## config.mk

```make
export PLATFORM = sky130hd
export DESIGN_NAME = instruction_fetch
export DESIGN_NICKNAME = d
export VERILOG_FILES = /design/src/rtl/instruction_fetch.sv
export SDC_FILE = /design/constraint.sdc
export NUM_CORES = 1
export LEC_CHECK = 0
export CORE_MARGIN = 2
export CORE_UTILIZATION = 43
export CTS_CLUSTER_SIZE = 28
export DETAILED_ROUTE_END_ITERATION = 7
export GPL_ROUTABILITY_DRIVEN = 0
export GPL_TIMING_DRIVEN = 0
export HOLD_SLACK_MARGIN = 0.02
export PLACE_DENSITY = 0.77
export SLEW_MARGIN = 20
export SYNTH_ARGS = -nofsm -noshare
export SYNTH_HDL_FRONTEND = slang
export SYNTH_SLANG_ARGS = --single-unit
```

## constraint.sdc

```tcl
create_clock -name clk -period 2 [get_ports clk]
set_input_delay 0.4 -clock clk [delete_from_list [all_inputs] [get_ports clk]]
set_output_delay 0.4 -clock clk [all_outputs]
set_load 0.05 [all_outputs]
```

## src/rtl/instruction_fetch.sv

```systemverilog
// instruction_fetch: PC register and fetch FSM feeding decode over a valid/ready handshake.
// Define FETCH_MISALIGN_EN to trap misaligned redirects in a sticky FAULT state.
module instruction_fetch #(
  parameter int unsigned     XLEN     = 32,
  parameter logic [XLEN-1:0] RESET_PC = '0
) (
  input  logic            clk,
  input  logic            reset,
  output logic            imem_req,
  output logic [XLEN-1:0] imem_addr,
  input  logic            imem_ready,
  input  logic [31:0]     imem_rdata,
  output logic [31:0]     instr,
  output logic [6:0]      opcode,
  output logic [XLEN-1:0] pc_out,
  output logic            instr_valid,
  input  logic            decode_ready,
  input  logic            branch_taken,
  input  logic [XLEN-1:0] branch_target,
  output logic            misalign_fault
);

`ifdef FETCH_MISALIGN_EN
  typedef enum logic [1:0] {FETCH = 2'd0, HOLD = 2'd1, FAULT = 2'd2} state_t;
`else
  typedef enum logic {FETCH = 1'b0, HOLD = 1'b1} state_t;
`endif

  state_t          state_reg, state_next;
  logic [XLEN-1:0] pc_reg, pc_next;
  logic [XLEN-1:0] addr_reg, addr_next;
  logic [XLEN-1:0] pc_out_reg, pc_out_next;
  logic [31:0]     instr_reg, instr_next;
  logic            squash_reg, squash_next;
  logic [XLEN-1:0] target_load;
  logic [XLEN-1:0] pc_plus4;

`ifdef FETCH_MISALIGN_EN
  logic fault_reg, fault_next;
  logic redirect_bad;
  assign target_load    = branch_target;
  assign redirect_bad   = branch_taken && (branch_target[1:0] != 2'b00);
  assign misalign_fault = fault_reg;
`else
  // Low target bits are dropped, so a misaligned redirect lands on the enclosing word.
  logic target_lsb_unused;
  assign target_load       = {branch_target[XLEN-1:2], 2'b00};
  assign target_lsb_unused = ^branch_target[1:0];
  assign misalign_fault    = 1'b0;
`endif

  assign pc_plus4    = pc_reg + XLEN'(4);
  assign imem_addr   = addr_reg;
  assign instr       = instr_reg;
  assign pc_out      = pc_out_reg;

  genvar gi;
  generate
    for (gi = 0; gi < 7; gi++) begin : g_opcode
      assign opcode[gi] = instr_reg[gi];
    end
  endgenerate

  always_ff @(posedge clk) begin
    if (reset) begin
      state_reg  <= FETCH;
      pc_reg     <= RESET_PC;
      addr_reg   <= RESET_PC;
      pc_out_reg <= RESET_PC;
      instr_reg  <= 32'h0000_0013;
      squash_reg <= 1'b0;
`ifdef FETCH_MISALIGN_EN
      fault_reg  <= 1'b0;
`endif
    end else begin
      state_reg  <= state_next;
      pc_reg     <= pc_next;
      addr_reg   <= addr_next;
      pc_out_reg <= pc_out_next;
      instr_reg  <= instr_next;
      squash_reg <= squash_next;
`ifdef FETCH_MISALIGN_EN
      fault_reg  <= fault_next;
`endif
    end
  end

  always_comb begin
    state_next  = state_reg;
    pc_next     = pc_reg;
    addr_next   = addr_reg;
    pc_out_next = pc_out_reg;
    instr_next  = instr_reg;
    squash_next = squash_reg;
    imem_req    = 1'b0;
    instr_valid = 1'b0;
`ifdef FETCH_MISALIGN_EN
    fault_next  = fault_reg;
`endif
    case (state_reg)
      FETCH: begin
        imem_req = 1'b1;
        if (imem_ready) begin
          if (branch_taken) begin
            pc_next     = target_load;
            addr_next   = target_load;
            squash_next = 1'b0;
          end else if (squash_reg) begin
            // Stale response from before a redirect: reissue at the redirected PC.
            addr_next   = pc_reg;
            squash_next = 1'b0;
          end else begin
            instr_next  = imem_rdata;
            pc_out_next = pc_reg;
            state_next  = HOLD;
          end
        end else if (branch_taken) begin
          // Keep the pending address on the bus until the memory answers.
          pc_next     = target_load;
          squash_next = 1'b1;
        end
      end
      HOLD: begin
        instr_valid = 1'b1;
        if (branch_taken) begin
          pc_next    = target_load;
          addr_next  = target_load;
          state_next = FETCH;
        end else if (decode_ready) begin
          pc_next    = pc_plus4;
          addr_next  = pc_plus4;
          state_next = FETCH;
        end
      end
`ifdef FETCH_MISALIGN_EN
      FAULT: begin
        // Only an in-flight request is held up, until its response drains.
        imem_req = squash_reg;
        if (imem_ready) squash_next = 1'b0;
      end
`endif
      default: state_next = FETCH;
    endcase
`ifdef FETCH_MISALIGN_EN
    if (redirect_bad && (state_reg != FAULT)) begin
      state_next  = FAULT;
      fault_next  = 1'b1;
      squash_next = (state_reg == FETCH) && !imem_ready;
    end
`endif
    if (reset) imem_req = 1'b0;
  end

endmodule

```

==> run metrics, run 1 <==
Post-synth EDFFs=0; CP max FO=2; clk_skew=between 8 and 9 ps; commonest non-fill, non-tap cell in the layout=nand2_1; CP delay by family, top=buffers and inverters; RR Startpoint=pc_reg[6]$_SDFFE_PP0P_; count of final setup violators=0; Critical Path Max Stage Delay=around 820 ps; DP HPWL=between 10 and 15 mm; Post-Route Utilization=0.651; Critical Path RT=between 1500 and 2000 ps; DRT iter0 DRCs=between 500 and 600; Synth top area share=0.452; Avg Inst Size Synth=7.92 um^2; CTS buffer count=17; pre-CTS WS=-1060 ps; final WL=around 19 mm; pwr/cell area=approximately 840 nW/um^2; Post-Layout Cell Count=1111; biggest area consumer among synthesized cells=dfxtp_1; first-pass GRT wire length=29.3 mm; Skew-Pair Late Insertion Delay=420 ps; unrepaired setup endpoints after global routing=true; min Tclk post-route=between 1500 and 2000 ps; CP Data Arrival Time=1590 ps; vias per inst=approximately 5.5; VDD IR max=~0.6 mV; largest net degree at the start of global routing=17; Seq/Total Area, Yosys=0.452; part of the cycle the worst path needs=0.994; Clock Sinks=130; asr flop ratio synth=0; most frequent cells in the layout=167 x nand2_1, 141 x clkdlybuf4s50_1, 119 x dfxtp_1; CP max stage cell=clkdlybuf4s50_1; Hold WS=approximately 450 ps; Pleak=between 3 and 4 nW; Root Driver=clkbuf_16; Ys Warns=0; IO buf count=about 170; Fill cells=around 1.1k; Nets=roughly 990; ratio of cells with drive above 1 in the final layout=0.130; Inst Count DP=roughly 1.1k; Synth Flop Type=dfxtp_1; via count of the first global-routing pass=between 5k and 6k; n_diodes=0; Hold Fails Final Rpt=0; Net Count, Synth=~800; FF-to-FF End=imem_addr[27]$_SDFFE_PP0P_; row count=42; drt drc=0; I/O Pins=between 150 and 200; Cell Int Power=just over 5 mW; WL/cell=~17 um; Placed Area=~7700 um^2; H-Tree Depth=4; R2R Setup Slk=20 ps; switching part of the total=0.294; Unique masters post-synth=just over 50; Overflow after GRT=0; clock-pin transition on the worst setup and hold timing paths=about 60 ps; setup TNS=0 ps; main area contributors after synthesis=dfxtp_1 45%, nand2_1 11%, a21oi_1 7.4%, xnor2_1 4.1%, clkbuf_1 3.3%; Starting Density=0.438; Cell Area, Synth=about 5800 um^2; Worst Path Buf+Inv=1; Max Freq=slightly above 500 MHz; worst slew pin tran=658 ps; crit path kind=reg2out; final instance area=8550 um^2; Die Y=about 120 um; core area=13100 um^2; Worst Setup SP=imem_addr[19]$_SDFFE_PP0P_; worst min path class=reg2reg; Switching Power=approximately 2.1 mW; gate count of the mapped netlist=around 730; layout overhead on the synthesized area=48.6%; Tot Pwr=around 7.2 mW; die area=around 14000 um^2; Slew HR=0.562; Max Cap Viol=0; Die W=between 100 and 150 um; Clk network pwr share=0.409; clock buffer depth=2; Critical Path Source Type=flip-flop; Flop pwr share=0.400; DR vias=6099; First-pass DRT Iterations=7; worst setup path end=imem_addr[19]; pins over their slew limit=0; Final ANT Viol Nets=0; Setup WS post-layout=between 10 and 15 ps; Worst path depth=1; overall global routing resource usage=0.260; Comb power frac=0.192; CP Capture Type=primary output; Yosys reg bits=130; outcome=completed; CTS tree=done; Reg2Reg Depth=7; crit-path cells=clkdlybuf4s50_1; antenna violations before repair=0
## what timing repair did
| item | 4_1_cts | 5_1_grt |
|---|---|---|
| endpoints found under the setup margin | 129 | 97 |
| resized for setup | 64 | 70 |
| hold buffers | 0 | 0 |
| pin swaps | 4 | 4 |
| buffers inserted | 2 | 10 |
## cell usage after synthesis (2+ instances only)
master / number
a211oi_1: 23
a21boi_1: 2
a21oi_1: 85
a22oi_1: 10
a311oi_1: 6
a31o_2: 2
a31oi_1: 11
a32o_1: 3
and3_1: 8
and4_1: 4
buf_1: 7
buf_2: 8
buf_4: 12
clkbuf_1: 50
clkbuf_2: 3
dfxtp_1: 130
inv_1: 5
mux2i_1: 2
nand2_1: 167
nand2b_1: 5
nand3_1: 19
nand4_1: 10
nor2_1: 36
nor2b_1: 3
nor3_1: 11
nor4_1: 13
o211ai_1: 6
o21a_1: 4
o21ai_0: 19
o22ai_1: 2
o31a_1: 2
o31ai_1: 2
or3_1: 7
or4_1: 3
xnor2_1: 27
xor2_1: 5
## layer usage
metal / global-route usage / wire length, um / vias up
met3: 0.0684 / 2030 / 38
met2: 0.417 / 8790 / 370
li1: - / - / 2917
met5: 0 / 0 / -
met4: 0.0824 / 421 / 0
met1: 0.341 / 7900 / 2774
## final cells by class
type	count	area [um^2]	area share
flip-flops and latches	130	2620	0.306
clock buffers	23	478	0.0559
repair buffers	183	1830	0.214
multi-input cells	511	2860	0.334
plain buffers	73	442	0.0517
well taps	176	220	0.0258
inverters	6	26.3	0.00307
clock inverters	9	81.3	0.00951
## worst min path at each step
stage                                         start                        end  cells after the start
after global routing         instr[20]$_SDFFE_PP0P_     instr[20]$_SDFFE_PP0P_                      2
after detailed placement     instr[16]$_SDFFE_PP0P_     instr[16]$_SDFFE_PP0P_                      2
after floorplan              pc_reg[0]$_SDFFE_PP0P_     pc_out[0]$_SDFFE_PP0P_                      2
final                        instr[16]$_SDFFE_PP0P_     instr[16]$_SDFFE_PP0P_                      2
after global placement    imem_addr[2]$_SDFFE_PP0P_  imem_addr[2]$_SDFFE_PP0P_                      2
after CTS                    instr[16]$_SDFFE_PP0P_     instr[16]$_SDFFE_PP0P_                      2
## power by group through the flow
| stage | Sequential, mW | Clock, mW | Combinational, mW |
|---|---|---|---|
| floorplan | 3.21 | 0 | 0.497 |
| global placement | 2.88 | 0 | 1.34 |
| detailed placement | 2.89 | 0 | 1.34 |
| CTS | 2.84 | 2.93 | 1.34 |
| global route | 2.87 | 3.06 | 1.45 |
| finish | 2.86 | 2.92 | 1.37 |
## logic make-up after synthesis
kind of cell / synth area share
flops: 0.452
other cells: 0.000652
buf+inv: 0.0663
simple gates: 0.226
compound gates: 0.200
xor+xnor: 0.0487
mux: 0.00348
fa+ha+maj: 0.00217
(Power assumes the default switching activity.)
==> inputs of run 2 (changes only) <==
--- a/config.mk
+++ b/config.mk
@@ -5,6 +5,7 @@
 export SDC_FILE = /design/constraint.sdc
 export NUM_CORES = 1
 export LEC_CHECK = 0
+export ABC_CLOCK_PERIOD_IN_PS = 2000
 export CORE_MARGIN = 2
 export CORE_UTILIZATION = 43
 export CTS_CLUSTER_SIZE = 28
==> results of run 2 <==
No change in the layout: final DEF, timing and power equal those of run 1.
==> inputs of run 3 (changes only) <==
--- a/config.mk
+++ b/config.mk
@@ -5,6 +5,7 @@
 export SDC_FILE = /design/constraint.sdc
 export NUM_CORES = 1
 export LEC_CHECK = 0
+export ABC_AREA = 1
 export ABC_CLOCK_PERIOD_IN_PS = 2000
 export CORE_MARGIN = 2
 export CORE_UTILIZATION = 43
@@ -13,7 +14,7 @@
 export GPL_ROUTABILITY_DRIVEN = 0
 export GPL_TIMING_DRIVEN = 0
 export HOLD_SLACK_MARGIN = 0.02
-export PLACE_DENSITY = 0.77
+export PLACE_DENSITY = 0.76
 export SLEW_MARGIN = 20
 export SYNTH_ARGS = -nofsm -noshare
 export SYNTH_HDL_FRONTEND = slang
==> run 3 against run 2 <==
Compared with the run above:
- clock skew is essentially flat
- sequential share of layout area fell by 0.42 points
- maximum frequency is 0.17% higher
- cell count grew 12%
- non-clock buffer count shrank 29
- count of clock-buffer cells in the layout unchanged
- die area increased by 4.3%
- critical path depth did not move
- combinational power up 31%
- flip-flop and latch count unchanged
- routed wire length grew 8.7%
- critical endpoint is now imem_addr[1]
- largest cell class unchanged
- largest power group unchanged
==> run metrics, run 3 <==
most frequent cells in the layout=144 x nand2_1, 130 x dfxtp_1, 127 x nor2_1, 127 x o21ai_0, 114 x clkdlybuf4s50_1; Synth top area share=0.433; Die Y=122 um; Reg2Reg Depth=9; Nets=between 1k and 1.5k; setup TNS=0 ps; clock buffer depth=2; Critical Path Source Type=flip-flop; CP Capture Type=primary output; Hold WS=336 ps; biggest area consumer among synthesized cells=dfxtp_1; worst min path class=in2reg; CP max FO=2; count leader, synth=nand2_1; core area=around 14000 um^2; overall global routing resource usage=0.280; FF-to-FF End=imem_addr[19]$_SDFFE_PP0P_; flip-flop and latch area=~2600 um^2; pins over their slew limit=0; Net Count, Synth=roughly 930; R2R Setup Slk=about 70 ps; DR vias=approximately 6.6k; CP delay by family, top=buffers and inverters; crit-path cells=clkdlybuf4s50_1; commonest non-fill, non-tap cell in the layout=nand2_1; n_diodes=0; switching part of the total=0.319; Cell Int Power=about 5.4 mW; I/O Pins=about 180; clk_skew=~8.9 ps; Hold Fails Final Rpt=0; min Tclk post-route=1980 ps; Setup Buffers After CTS=0; First-pass DRT Iterations=5; Worst Setup SP=imem_addr[1]$_SDFFE_PP0P_; Switching Power=2.52 mW; first-pass GRT wire length=between 30 and 40 mm; Critical Path Max Stage Delay=830 ps; row count=between 40 and 50; Ys Warns=0; Post-synth EDFFs=0; asr flop ratio synth=0; via count of the first global-routing pass=about 6.1k; DP HPWL=about 15 mm; main area contributors after synthesis=dfxtp_1 43%, o21ai_0 11%, nand2_1 9.0%, a21oi_1 8.8%, nor2_1 8.0%; Slew HR=0.566; Max Cap Viol=0; RR Startpoint=state_reg$_SDFF_PP0_; H-Tree Depth=4; drt drc=0; Clock Sinks=130; part of the cycle the worst path needs=0.992; pre-CTS WS=-691 ps; pwr/cell area=between 900 and 1000 nW/um^2; Flop pwr share=0.376; clock-pin transition on the worst setup and hold timing paths=about 60 ps; outcome=completed; CTS buffer count=17; final WL=roughly 21 mm; antenna violations before repair=0; VDD IR max=0.650 mV; count of final setup violators=0; commonest cells in the synthesized netlist=144 x nand2_1, 130 x dfxtp_1, 128 x nor2_1, 127 x o21ai_0, 106 x a21oi_1; Unique masters post-synth=36; Setup WS post-layout=16.2 ps; Avg Inst Size Synth=~7 um^2; CTS tree=done; Seq/Total Area, Yosys=0.433; CP Data Arrival Time=1580 ps; Tot Pwr=between 7 and 8 mW; Die W=around 120 um; Worst Path Buf+Inv=1; Comb power frac=0.229; largest net degree at the start of global routing=17; gate count of the mapped netlist=863; worst slew pin tran=between 600 and 700 ps; Hold Crit Start=branch_taken; IO buf count=170; Pleak=just over 4 nW; hold path depth=4; Starting Density=0.437; Critical Path RT=about 1600 ps; Cell Area, Synth=approximately 6000 um^2; Worst Hold Path EP=pc_reg[0]$_SDFFE_PP0P_; WL/cell=between 15 and 20 um; Post-Route Utilization=0.626; layout overhead on the synthesized area=43.3%; die area=14900 um^2; Overflow after GRT=0; vias per inst=5.30; CP max stage cell=clkdlybuf4s50_1; area of the multi-input gates=about 2900 um^2; Skew-Pair Late Insertion Delay=about 430 ps; Yosys reg bits=130; DRT iter0 DRCs=650; Final ANT Viol Nets=0; Synth Flop Type=dfxtp_1; Root Driver=clkbuf_16; ratio of cells with drive above 1 in the final layout=0.0856; Fill cells=between 1k and 1.5k; Clk network pwr share=0.395; Max Freq=between 500 and 600 MHz; # hold bufs at CTS=0; crit path kind=reg2out
[run 3: changes by cell type after synthesis, sizes merged, moves of 9 or more]
| cell | previous run | this run |
|---|---|---|
| nand2 | 167 | 148 |
| nand4 | 12 | 3 |
| nand3 | 19 | 46 |
| clkbuf | 53 | 28 |
| nor2 | 36 | 137 |
| a22oi | 10 | 1 |
| inv | 5 | 64 |
| o21ai | 19 | 138 |
| xnor2 | 27 | 0 |
| nor3 | 11 | 1 |
| a211oi | 23 | 2 |
| a21oi | 85 | 106 |
| nor4 | 13 | 0 |
[run 3: kinds of logic after synthesis]
logic type	after synthesis	synth area share
and+or+nand+nor	337	0.234
other	1	0.000624
adders and majority gates	1	0.00208
DFF	130	0.433
buffers and inverters	124	0.0943
AOI/OAI and AO/OA	267	0.232
xor gates and xnor gates	3	0.00437
[run 3: repair_timing]
item	in CTS	in global routing
setup endpoints to repair	26	89
pin swaps	0	0
resized for setup	26	46
[run 3: worst max path at each step]
stage | endpoint | slack (ps) | depth (start not counted)
finish | imem_addr[1] | 20 | 1
global route | pc_out[2]$_SDFFE_PP0P_ | -3 | 6
CTS | imem_req | 4 | 4
detailed placement | imem_req | -690 | 4
global placement | imem_req | -700 | 4
floorplan | imem_req | 20 | 3
[run 3: power by group through the flow]
stage	Sequential (mW)	Combinational (mW)	Clock (mW)
2_1_floorplan	3.52	0.612	0
5_1_grt	2.98	1.92	3.24
6_report	2.96	1.80	3.12
3_5_place_dp	3.01	1.81	0
3_3_place_gp	3.01	1.79	0
4_1_cts	2.96	1.79	3.12
[run 3: final cells by class]
cell class,instances,area share
Tap cell,180,0.0261
Sequential cell,130,0.302
Clock inverter,9,0.0121
Buffer,57,0.0366
Multi-Input combinational cell,609,0.332
Timing Repair Buffer,170,0.205
Clock buffer,23,0.0566
Inverter,65,0.0289
[run 3: stage by stage]
stage	instances	instance area, um^2
final	1243	8620
after global routing	1243	8620
after detailed placement	1213	7940
after floorplan	863	6010
after CTS	1244	8500
after global placement	1213	7940
[run 3: routing by layer]
| metal | vias to the layer above | track usage | wire length, um |
|---|---|---|---|
| li1 | 3227 | - | - |
| met1 | 2964 | 0.366 | 8710 |
| met2 | 359 | 0.442 | 9300 |
| met3 | 43 | 0.0725 | 2210 |
| met4 | 0 | 0.112 | 574 |
| met5 | - | 0 | 0 |
